[config.mk]
export PLATFORM = sky130hd
export DESIGN_NAME = pipe_scroller
export DESIGN_NICKNAME = d
export VERILOG_FILES = /design/src/rtl/flappy_pkg.sv /design/src/rtl/pipe_column_gen.sv /design/src/rtl/pipe_scroller.sv
export SDC_FILE = /design/constraint.sdc
export NUM_CORES = 1
export LEC_CHECK = 0
export ABC_CLOCK_PERIOD_IN_PS = 1800
export BUFFER_PORTS_ARGS = -buffer_cell sky130_fd_sc_hd__buf_2
export CORE_MARGIN = 10
export CORE_UTILIZATION = 25
export CTS_CLUSTER_DIAMETER = 150
export CTS_CLUSTER_SIZE = 16
export DETAILED_ROUTE_END_ITERATION = 12
export GPL_TIMING_DRIVEN = 0
export PLACE_DENSITY = 0.49
export SLEW_MARGIN = 20
export SYNTH_ARGS = -nofsm -noshare
export SYNTH_HDL_FRONTEND = slang
export SYNTH_SLANG_ARGS = --single-unit
[constraint.sdc]
create_clock -name clk -period 1.8 [get_ports clk]
set_input_delay 0.18 -clock clk [delete_from_list [all_inputs] [get_ports clk]]
set_output_delay 0.18 -clock clk [all_outputs]
set_load 0.05 [all_outputs]
[src/rtl/flappy_pkg.sv]
// Shared types and geometry for the scrolling pipe field.
package flappy_pkg;

  localparam int unsigned ROWS     = 16;
  localparam int unsigned COLS     = 16;
  localparam int unsigned GAP      = 4;
  localparam int unsigned OFFSET   = 2;
  localparam int unsigned SPACING  = 6;
  localparam int unsigned BIRD_COL = 3;
  localparam int unsigned PAT_W    = 3;
  localparam int unsigned CNT_W    = $clog2(SPACING);

  typedef enum logic [1:0] {S_IDLE, S_RUN, S_HALT} scroll_state_t;

  typedef logic [ROWS-1:0] column_t;

endpackage

[src/rtl/pipe_column_gen.sv]
// Builds one pipe column: all rows lit except a GAP-row opening placed by the pattern.
module pipe_column_gen #(
  parameter int unsigned ROWS   = 16,
  parameter int unsigned GAP    = 4,
  parameter int unsigned OFFSET = 2
) (
  input  logic [2:0]      pattern,
  output logic [ROWS-1:0] column_c
);

  localparam logic [ROWS-1:0] GAP_MASK = ROWS'((1 << GAP) - 1);

  int unsigned gap_lo;

  always_comb begin
    gap_lo   = OFFSET + 32'(pattern);
    column_c = ~(GAP_MASK << gap_lo);
  end

endmodule

[src/rtl/pipe_scroller.sv]
// Scroll FSM, pipe spacing counter, field shift register and bird-column pass detect.
module pipe_scroller
  import flappy_pkg::*;
(
  input  logic                       clk,
  input  logic                       reset_n,
  input  logic                       start,
  input  logic                       crash,
  input  logic                       tick,
  input  logic [PAT_W-1:0]           pattern,
  output logic                       lfsr_en,
  output logic [COLS-1:0][ROWS-1:0]  field,
  output logic                       pipe_pass,
  output logic                       running
);

  scroll_state_t    state, state_nxt;
  logic [CNT_W-1:0] space_cnt;
  column_t          pipe_col;
  column_t          new_col;
  logic             enter_run;
  logic             advance;

  pipe_column_gen #(
    .ROWS  (ROWS),
    .GAP   (GAP),
    .OFFSET(OFFSET)
  ) u_col_gen (
    .pattern (pattern),
    .column_c(pipe_col)
  );

  // crash outranks tick; start is only honoured outside RUN
  assign enter_run = (state != S_RUN) && start;
  assign advance   = (state == S_RUN) && tick && !crash;
  assign lfsr_en   = advance && (space_cnt == '0);
  assign new_col   = (space_cnt == '0) ? pipe_col : '0;

  always_comb begin
    state_nxt = state;
    case (state)
      S_IDLE:  if (start) state_nxt = S_RUN;
      S_RUN:   if (crash) state_nxt = S_HALT;
      S_HALT:  if (start) state_nxt = S_RUN;
      default: state_nxt = S_IDLE;
    endcase
  end

  always_ff @(posedge clk or negedge reset_n) begin
    if (!reset_n) begin
      state     <= S_IDLE;
      running   <= 1'b0;
      field     <= '0;
      space_cnt <= '0;
      pipe_pass <= 1'b0;
    end else begin
      state     <= state_nxt;
      running   <= (state_nxt == S_RUN);
      pipe_pass <= advance && (|field[BIRD_COL]);
      if (enter_run) begin
        field     <= '0;
        space_cnt <= '0;
      end else if (advance) begin
        field     <= {new_col, field[COLS-1:1]};
        space_cnt <= (space_cnt == CNT_W'(SPACING - 1)) ? '0 : space_cnt + CNT_W'(1);
      end
    end
  end

endmodule

After elaboration in Yosys (flattened, before gate mapping)
Index checks and enable logic that the tools add are counted.
W data, S select, Z words.
- flip-flop bits (word level): 263
- output and inout bits: 259
- input bits: 8
- word-level logic and storage cells: 49
- reduce and logical (&&, ||, !) cells: 11
- multiplexer cells: 9
- shift operators: 1
- equality and inequality tests: 5
- add/subtract/negate cells: 2
- bitwise operators: 1
- operators with widths (cell ; number):
    $mux W256 ; 2
    $shl A4 B32 Y16 const A ; 1
    $mux W16 ; 1
    $not A16 Y16 ; 1
    $reduce_or A16 Y1 ; 1
    $mux W3 ; 3
    $logic_and A1 B1 Y1 ; 5
    $add A2 B3 Y4 const A ; 1
    $eq A2 B1 Y1 const B ; 2
    $mux W2 ; 2
    $pmux W2 S2 ; 1
    $add A3 B1 Y3 const B ; 1
    $eq A3 B3 Y1 const B ; 1
    $logic_not A3 Y1 ; 1
    $eq A2 B2 Y1 const B ; 1
    $logic_not A2 Y1 ; 1
    $ne A2 B1 Y1 const B ; 1
    $reduce_bool A2 Y1 ; 1
    $reduce_or A2 Y1 ; 1
    $logic_not A1 Y1 ; 1

Longest topological paths before layout
Gate-level depths: netlist (run 1).
- word-level depth: 6
- mapped depth: 7
- gate-level depth less buffers: 5

Modules after synthesis
A second synthesis (run 1) with hierarchy kept.
- cells, all modules: 1048
- area total of the unflattened synthesis: 10401.2 µm²
- by module, submodules not included (module ; seq. area each (µm²) ; area each (µm²) ; instances ; cells each):
    pipe_scroller ; 6581.3 ; 10167.3 ; 1 ; 1016
    pipe_column_gen ; 0.0 ; 234.0 ; 1 ; 32

Least setup slack after synthesis (run 1)
No wires, ideal clock.
- path kind: register to register
- from: reg state[0]
- to: reg field[244] (netlist bit)
- cell stages (with the launch flop): 6
- slack: 0.150 ns
- path buffers: 1
- data required time: 1.679 ns
- arrival time: 1.529 ns
- clock period less this slack: 1.650 ns
- library setup time: 0.121 ns
- path through: dfrtp_1 -> and4bb_1 -> buf_4 -> nand2_1 -> inv_1 -> a22o_1
- longest elaborated chain between the ends: 4
- elaborated cells between the ends (all ways): 7
- classes of those cells: eq/ne: 2; mux: 1; reduce/logical: 4
- RTL lines (item ; RTL line ; source):
    from (decl) ; pipe_scroller.sv:17 ; scroll_state_t state, state_nxt;
    from (signal assigned) ; pipe_scroller.sv:57 ; state <= state_nxt;
    $eq A2 B1 Y1 ; pipe_scroller.sv:35 ; assign advance = (state == S_RUN) && tick && !crash;
    $logic_and A1 B1 Y1 (2 in a row) ; pipe_scroller.sv:35 ;
    $reduce_bool A2 Y1 (no source line) ; n/a ;
    to (signal assigned) ; pipe_scroller.sv:64 ; field <= {new_col, field[COLS-1:1]};
    to (decl) ; pipe_scroller.sv:12 ; output logic [COLS-1:0][ROWS-1:0] field,
Several ways; a longest one is shown, not always the timed one.
A chain may end at the register's enable or synchronous reset.

Worst setup path in the final report (run 1)
- from: reg space_cnt[2]
- to: out lfsr_en
- longest elaborated chain between the ends: 2
- RTL lines (item ; RTL line ; source):
    from (decl) ; pipe_scroller.sv:18 ; logic [CNT_W-1:0] space_cnt;
    from (signal assigned) ; pipe_scroller.sv:65 ; space_cnt <= (space_cnt == CNT_W'(SPACING - 1)) ? '0 : space_cnt + CNT_W'(1);
    $logic_not A3 Y1 ; pipe_scroller.sv:36 ; assign lfsr_en = advance && (space_cnt == '0);
    $logic_and A1 B1 Y1 ; pipe_scroller.sv:36 ;
    to (decl) ; pipe_scroller.sv:11 ; output logic lfsr_en,
Every way passes these cells.

==> impl_results.md, run 1 <==
- Hold path start: start
- Max-cap viol count: 0
- Initial antenna violation count: 0
- Area delta synth->final: 29.63%
- Required time worst endpoint: 1.62 ns
- I/O Buffers: 266
- # fillers: 3856
- Reg2reg start: state[1]
- Reg clk slew, reported paths: 0.08 ns
- Synth Cell Area: 0.009661 mm^2
- Worst setup SP type: flip-flop
- Number of global-route vias before repair: 7514
- #FFs+latches synth: 263
- Mean area per synthesized cell: 13.92 um^2
- Share of cells above drive strength 1: 36.11%
- GPL Wtd Cong: 0.7995
- Num CTS Buffers: 20
- Syn_nets: 705
- Place WS: -0.2447 ns
- Vias: 7162
- Final setup vio count: 0
- GR Overflow Total: 0
- DR WL/cell: 22.32 um
- Post-route DRC: 0
- Maximum level of the CTS H-tree: 1
- RSZ-0062 raised after global routing: yes
- Warnings, synthesis: 0
- Fin crit period: 1.797 ns
- Clock Latency Late Sink: 0.52 ns
- IO Pins: 267
- Main synth FF type: dfrtp_1
- Worst path slowest cell: dfrtp_2
- Arr. time, crit path: 1.62 ns
- ANT nets after route: 0
- Fin crit share: 99.82%
- Row count: 71
- Status: complete, no violations
- Area of the multi-input gates: 0.002758 mm^2
- Die H: 216.6 um
- Mapped Cells: 694
- Max-slew headroom: 63.32%
- Yosys top cell by area: dfrtp_1
- Die footprint: 0.04690 mm^2
- Vias per cell: 4.749
- Register area share after synthesis: 68.13%
- CTS tree: built
- CTS Root Buffer Type: clkbuf_16
- Largest net degree at the start of global routing: 91
- First-pass GRT wire length: 50720 um
- Top-area cell type share of the netlist area: 68.13%
- Least-Margin Pin Slew: 0.5502 ns
- CP Cell Sequence: nor3_4, buf_12, nand2_8, clkinv_8, buf_12
- CP Launch Point: space_cnt[2]
- CTS Sinks: 263
- Core area: 0.03793 mm^2
- Initial core utilization: 25.47%
- Critical-path maximum fanout: 10
- Final hold vios: 0
- Max Buffers Root-to-Sink: 3
- PD cells: 963.8 mW/mm^2
- Die W: 216.6 um
- Worst hold slack: 0.02485 ns
- # nets final: 1008
- # diodes: 0
- First-pass iteration count of the detailed router: 4
- Max Fclk: 0.5566 GHz
- Reg area: 0.006583 mm^2
- Total routed wirelength: 33650 um
- Asr flop ratio synth: 100.0%
- Slowest cell delay on critical path: 0.45 ns
- Final worst slack: 0.003284 ns
- Crit-path most repeated cell: buf_12
- First-iteration detailed-routing DRC count: 483
- Hold WC Path Type: input port to flip-flop
- Clk_skew: 0.02226 ns
- Peak supply drop: 0.0006821 V
- Pleak: 6.724 nW
- Crit path capture type: output port
- EDFF count, synth: 0
- Post-synth cell types: 28
- DP HPWL: 25280 um
- Kind of critical path: flip-flop to output port
- Dominant cells by area after synthesis: dfrtp_1, a22o_1, nand2_1, a21oi_1, buf_2
- GRT Total Usage: 13.79%
- Max Slew Vio Count: 0
==> synthesized netlist by cell type, types with 3 or more instances <==
cell and n:
mux2_2 3, nor4_1 4, nand3b_1 3, a22o_1 215, buf_6 9, buf_4 4
clkbuf_1 24, inv_1 4, a21oi_1 30, nor2b_1 3, nand2_1 64, ha_1 3
buf_2 23, nand2b_1 5, o21ai_0 3, nor2_1 6, mux2i_1 8, nor3_1 3
dfrtp_1 263, o2bb2ai_1 9
==> state kept, by name (all words and copies together), names as in the netlist <==
name / cells
field: 256
space_cnt: 3
state: 2
pipe_pass: 1
running: 1
==> power by group <==
part / internal, mW / leakage, nW / switching (mW)
clock: 2.08 / 0.265 / 2.10
combinational: 0.502 / 2.80 / 1.23
sequential: 6.03 / 3.66 / 0.125
==> worst paths after layout <==
kind | to | slack, ns | depth (start not counted)
max in group asynchronous | field[247] | 0.38 | 4
min | running | 0.02 | 2
min in group asynchronous | field[56] | 0.19 | 2
max reg2reg | field[87] | 0.08 | 8
max | lfsr_en | 0.003 | 5
min reg2reg | field[8] | 0.52 | 2
==> cell families after synthesis <==
logic type      Yosys count  share of synthesized area (%)
flops                   263                          68.13
compound gates          260                          22.29
simple gates             92                          4.287
buf+inv                  64                          3.639
mux                      11                          1.179
fa+ha+maj                 3                         0.3886
xor+xnor                  1                        0.09068
==> layout make-up <==
cell class | count | share of cell area, %
Sequential cell | 263 | 52.56
Multi-Input combinational cell | 367 | 22.02
Timing Repair Buffer | 283 | 12.55
Tap cell | 511 | 5.105
Clock buffer | 21 | 4.196
Buffer | 58 | 3.257
Inverter | 4 | 0.2198
Clock inverter | 1 | 0.08992
==> repair_timing <==
item / in CTS / in global routing
endpoints found under the hold margin: 85 / 0
buffers inserted: 8 / 5
pin swaps: 0 / 2
hold buffers: 2 / 0
resized for setup: 35 / 28
endpoints found under the setup margin: 138 / 217
cloned: 0 / 0
==> routing by layer <==
metal	vias up	global-route usage [%]	part of all wire, %
met5	-	0	0
met2	278	21.54	45
li1	3220	-	-
met4	0	2.214	1.3
met3	22	4.680	9.1
met1	3642	18.42	45
==> through the flow <==
stage          utilization, %  cell area, um^2  cells  setup TNS, ns  power [mW]
6_report                33.01            12520   1508              0       12.07
5_1_grt                 33.01            12520   1508       -0.06737       12.57
4_1_cts                 32.78            12430   1505        -0.1126       12.25
3_5_place_dp            30.83            11700   1473         -16.08       7.874
3_3_place_gp            30.66            11630   1471       -1162.79       7.851
2_1_floorplan               -             9661    694              0       7.262
==> layout by cell type (no fill, tap or decap), types with 4 or more instances in the layout <==
cell / Yosys / final
a21oi_1: 30 / 30
a22o_1: 215 / 215
buf_12: 0 / 5
buf_2: 23 / 273
buf_4: 4 / 20
buf_6: 9 / 12
clkbuf_1: 24 / 10
clkbuf_16: 0 / 21
clkbuf_2: 0 / 8
clkbuf_4: 0 / 8
dfrtp_1: 263 / 262
mux2i_1: 8 / 8
nand2_1: 64 / 63
nand2b_1: 5 / 4
nor2_1: 6 / 6
nor4_1: 4 / 4
o2bb2ai_1: 9 / 9
==> critical path, delay by kind of cell (launching register included) <==
kind / cells / cell delay (ns)
buffers and inverters: 3 / 0.33
and+or+nand+nor: 2 / 0.30
DFF: 1 / 0.45
No activity file was read; power rests on OpenSTA's default activity.
==> run 2: changes to the inputs <==
--- a/config.mk
+++ b/config.mk
@@ -5,6 +5,7 @@
 export SDC_FILE = /design/constraint.sdc
 export NUM_CORES = 1
 export LEC_CHECK = 0
+export ABC_AREA = 1
 export ABC_CLOCK_PERIOD_IN_PS = 1800
 export BUFFER_PORTS_ARGS = -buffer_cell sky130_fd_sc_hd__buf_2
 export CORE_MARGIN = 10
@@ -14,6 +15,7 @@
 export DETAILED_ROUTE_END_ITERATION = 12
 export GPL_TIMING_DRIVEN = 0
 export PLACE_DENSITY = 0.49
+export RECOVER_POWER = 50
 export SLEW_MARGIN = 20
 export SYNTH_ARGS = -nofsm -noshare
 export SYNTH_HDL_FRONTEND = slang
==> run 2 against run 1 <==
- via count increased by 8.1%
- maximum frequency increased by 3.3%
- largest power group unchanged
- critical path type unchanged
- global-route usage is 0.28 points higher
- clock skew shrank 0.010 ns
- combinational power grew 16%
- final cell count is 16% higher
==> impl_results.md, run 2 <==
- Critical-path maximum fanout: 4 (was 10)
- Syn_nets: 941 (was 705)
- Largest net degree at the start of global routing: 94 (was 91)
- Initial core utilization: 25.19% (was 25.47%)
- Area delta synth->final: 24.83% (was 29.63%)
- Core area: 0.03964 mm^2 (was 0.03793 mm^2)
- PD cells: 993.8 mW/mm^2 (was 963.8 mW/mm^2)
- Status: complete, no violations (unchanged)
- Asr flop ratio synth: 100.0% (unchanged)
- CTS tree: built (unchanged)
- Die W: 219.9 um (was 216.6 um)
- DP HPWL: 27140 um (was 25280 um)
- Max-slew headroom: 33.36% (was 63.32%)
- Vias per cell: 4.411 (was 4.749)
- GR Overflow Total: 0 (unchanged)
- Final TNS setup: 0 ns (unchanged)
- First-iteration detailed-routing DRC count: 459 (was 483)
- #FFs+latches synth: 263 (unchanged)
- Row count: 73 (was 71)
- Max Buffers Root-to-Sink: 3 (unchanged)
- Fin crit share: 96.60% (was 99.82%)
- Peak supply drop: 0.0005983 V (was 0.0006821 V)
- Max-cap viol count: 0 (unchanged)
- Post-synth cell types: 19 (was 28)
- Maximum level of the CTS H-tree: 1 (unchanged)
- Num CTS Buffers: 20 (unchanged)
- Hold WC Path Type: input port to flip-flop (unchanged)
- First-pass iteration count of the detailed router: 5 (was 4)
- Final setup vio count: 0 (unchanged)
- Flop2flop setup slack: 0.13 ns (was 0.08 ns)
- Kind of critical path: flip-flop to output port (unchanged)
- Reg2reg start: state[1] (unchanged)
- GRT Total Usage: 14.07% (was 13.79%)
- Synth Cell Area: 0.009987 mm^2 (was 0.009661 mm^2)
- Register area share after synthesis: 65.90% (was 68.13%)
- Fin crit period: 1.739 ns (was 1.797 ns)
- Largest regs: field x256, space_cnt x3, state x2 (unchanged)
- Clock Latency Late Sink: 0.52 ns (about the same)
- Post-route DRC: 0 (unchanged)
- Die H: 219.9 um (was 216.6 um)
- Vias: 7742 (was 7162)
- Most frequent cell after synthesis: dfrtp_1 (unchanged)
- Number of global-route vias before repair: 8151 (was 7514)
- Worst setup SP type: flip-flop (unchanged)
- Max reg flops: 256 (unchanged)
- Pleak: 5.566 nW (was 6.724 nW)
- Final Cell Area: 0.01247 mm^2 (was 0.01252 mm^2)
- Initial antenna violation count: 1 (was 0)
- Largest register by flop count: field (unchanged)
- First-pass GRT wire length: 52390 um (was 50720 um)
- I/O Buffers: 266 (unchanged)
- Max Fclk: 0.5751 GHz (was 0.5566 GHz)
- Least-Margin Pin Slew: 0.9996 ns (was 0.5502 ns)
- Most frequent cells in the layout: dfrtp_1, inv_1, o22ai_1, clkbuf_1, buf_2 (was buf_2, dfrtp_1, a22o_1, nand2_1, a21oi_1)
- Mapped Cells: 930 (was 694)
- Total routed wirelength: 35300 um (was 33650 um)
- Clk_skew: 0.01221 ns (was 0.02226 ns)
- ANT nets after route: 0 (unchanged)
- Die footprint: 0.04834 mm^2 (was 0.04690 mm^2)
- Reg2reg end: field[98] (was field[87])
- IO Pins: 267 (unchanged)
- Util after Layout: 31.45% (was 33.01%)
- Worst hold slack: 0.04567 ns (was 0.02485 ns)
- Hold path start: pattern[0] (was start)
- DR WL/cell: 20.11 um (was 22.32 um)
- # nets final: 1241 (was 1008)
- CTS Root Buffer Type: clkbuf_16 (unchanged)
- Required time worst endpoint: 1.62 ns (about the same)
- Mean area per synthesized cell: 10.74 um^2 (was 13.92 um^2)
- Main synth FF type: dfrtp_1 (unchanged)
- Commonest cells in the netlist: dfrtp_1, inv_1, o22ai_1 (was dfrtp_1, a22o_1, nand2_1)
- Dominant cells by area after synthesis: dfrtp_1, o22ai_1, inv_1, buf_6, nand2_1 (was dfrtp_1, a22o_1, nand2_1, a21oi_1, buf_2)
- CTS Sinks: 263 (unchanged)
- Reg clk slew, reported paths: 0.07 ns (was 0.08 ns)
- Most common cell after layout, fill and taps aside: dfrtp_1 (was buf_2)
- Hold Path Sink: field[250] (was running)
- Yosys top cell by area: dfrtp_1 (unchanged)
- Crit path capture type: output port (unchanged)
- Arr. time, crit path: 1.56 ns (was 1.62 ns)
- Worst reg2reg path depth: 8 (unchanged)
- Placed inst area: 0.01207 mm^2 (was 0.01170 mm^2)
- WHS Path Cells: 4 (was 2)
- Warnings, synthesis: 0 (unchanged)
- Top-area cell type share of the netlist area: 65.90% (was 68.13%)
- Final hold vios: 0 (unchanged)
- EDFF count, synth: 0 (unchanged)
- # diodes: 0 (unchanged)
- GPL Wtd Cong: 0.8056 (was 0.7995)
- Share of cells above drive strength 1: 12.68% (was 36.11%)
- RSZ-0062 raised after global routing: yes (unchanged)
- Max Slew Vio Count: 0 (unchanged)
[run 2: changes by cell type after synthesis, moves of 9 or more]
cell       delta
o21ai_0      +19
nand2_1      -14
buf_6        +11
nand3_1      +21
inv_1       +253
o2bb2ai_1     -9
a22o_1      -215
a21oi_1      -28
clkbuf_1     -17
o22ai_1     +231
[run 2: worst max path at each step]
stage | startpoint | end | slack (ns) | depth (start not counted)
after floorplan | state[0] | field[240] | 0.50 | 8
after CTS | state[1] | lfsr_en | -0.02 | 6
after global routing | state[0] | lfsr_en | -0.04 | 6
final | state[1] | lfsr_en | 0.06 | 5
after detailed placement | state[0] | field[91] | 0.09 | 6
after global placement | reset_n | field[248] | -4.50 | 1
[run 2: timing repair]
action                                  in CTS  in global routing
endpoints found under the setup margin       1                125
buffers inserted                             6                  0
hold endpoints to repair                   173                  0
resized for setup                           12                 11
hold buffers                                 4                  0
[run 2: report_power, final]
part / switching, mW / leakage, nW / internal [mW] / total, mW
clock network: 2.12 / 0.265 / 2.08 / 4.20
registers: 0.117 / 3.66 / 6.05 / 6.17
logic: 1.48 / 1.64 / 0.538 / 2.02
[run 2: logic make-up after synthesis]
logic type | after synthesis | synth area share [%]
adders and majority gates | 3 | 0.3759
DFF | 263 | 65.90
AOI/OAI and AO/OA | 256 | 15.75
buffers and inverters | 314 | 13.93
xor gates and xnor gates | 1 | 0.08771
and+or+nand+nor | 93 | 3.959
[run 2: per-layer routing]
layer  wire length (um)  vias to the layer above  part of all wire (%)  track usage [%]
met1              15730                     3885                    45            18.32
li1                   -                     3639                     -                -
met4                685                        0                   1.9            3.903
met5                  0                        -                     0                0
met2              17210                      182                    49            23.62
met3               1669                       36                   4.7            2.372
[run 2: area by class of cell]
| cell class | count | area [um^2] |
|---|---|---|
| fill | 4267 | 27170 |
| sequential | 263 | 6581 |
| multi-input combinational | 353 | 2029 |
| timing repair buffer | 279 | 1247 |
| inverter | 259 | 972.2 |
| tap | 525 | 656.9 |
| clock buffer | 21 | 525.5 |
| buffer | 54 | 442.9 |
| clock inverter | 1 | 11.26 |
[run 2: per-stage QoR]
stage	power (mW)	std cells	setup WS (ns)
after floorplan	7.552	930	0.5034
after global placement	8.234	1721	-4.496
after detailed placement	8.257	1724	0.08919
after CTS	12.56	1756	-0.02004
after global routing	12.91	1755	-0.04303
final	12.39	1755	0.06113
[run 2: worst max-delay path: stages, from the launching register on]
cell	delay, ns
dfrtp_1	0.40
nor2_2	0.12
nand2_2	0.08
buf_12	0.14
nor2_4	0.13
buf_8	0.17
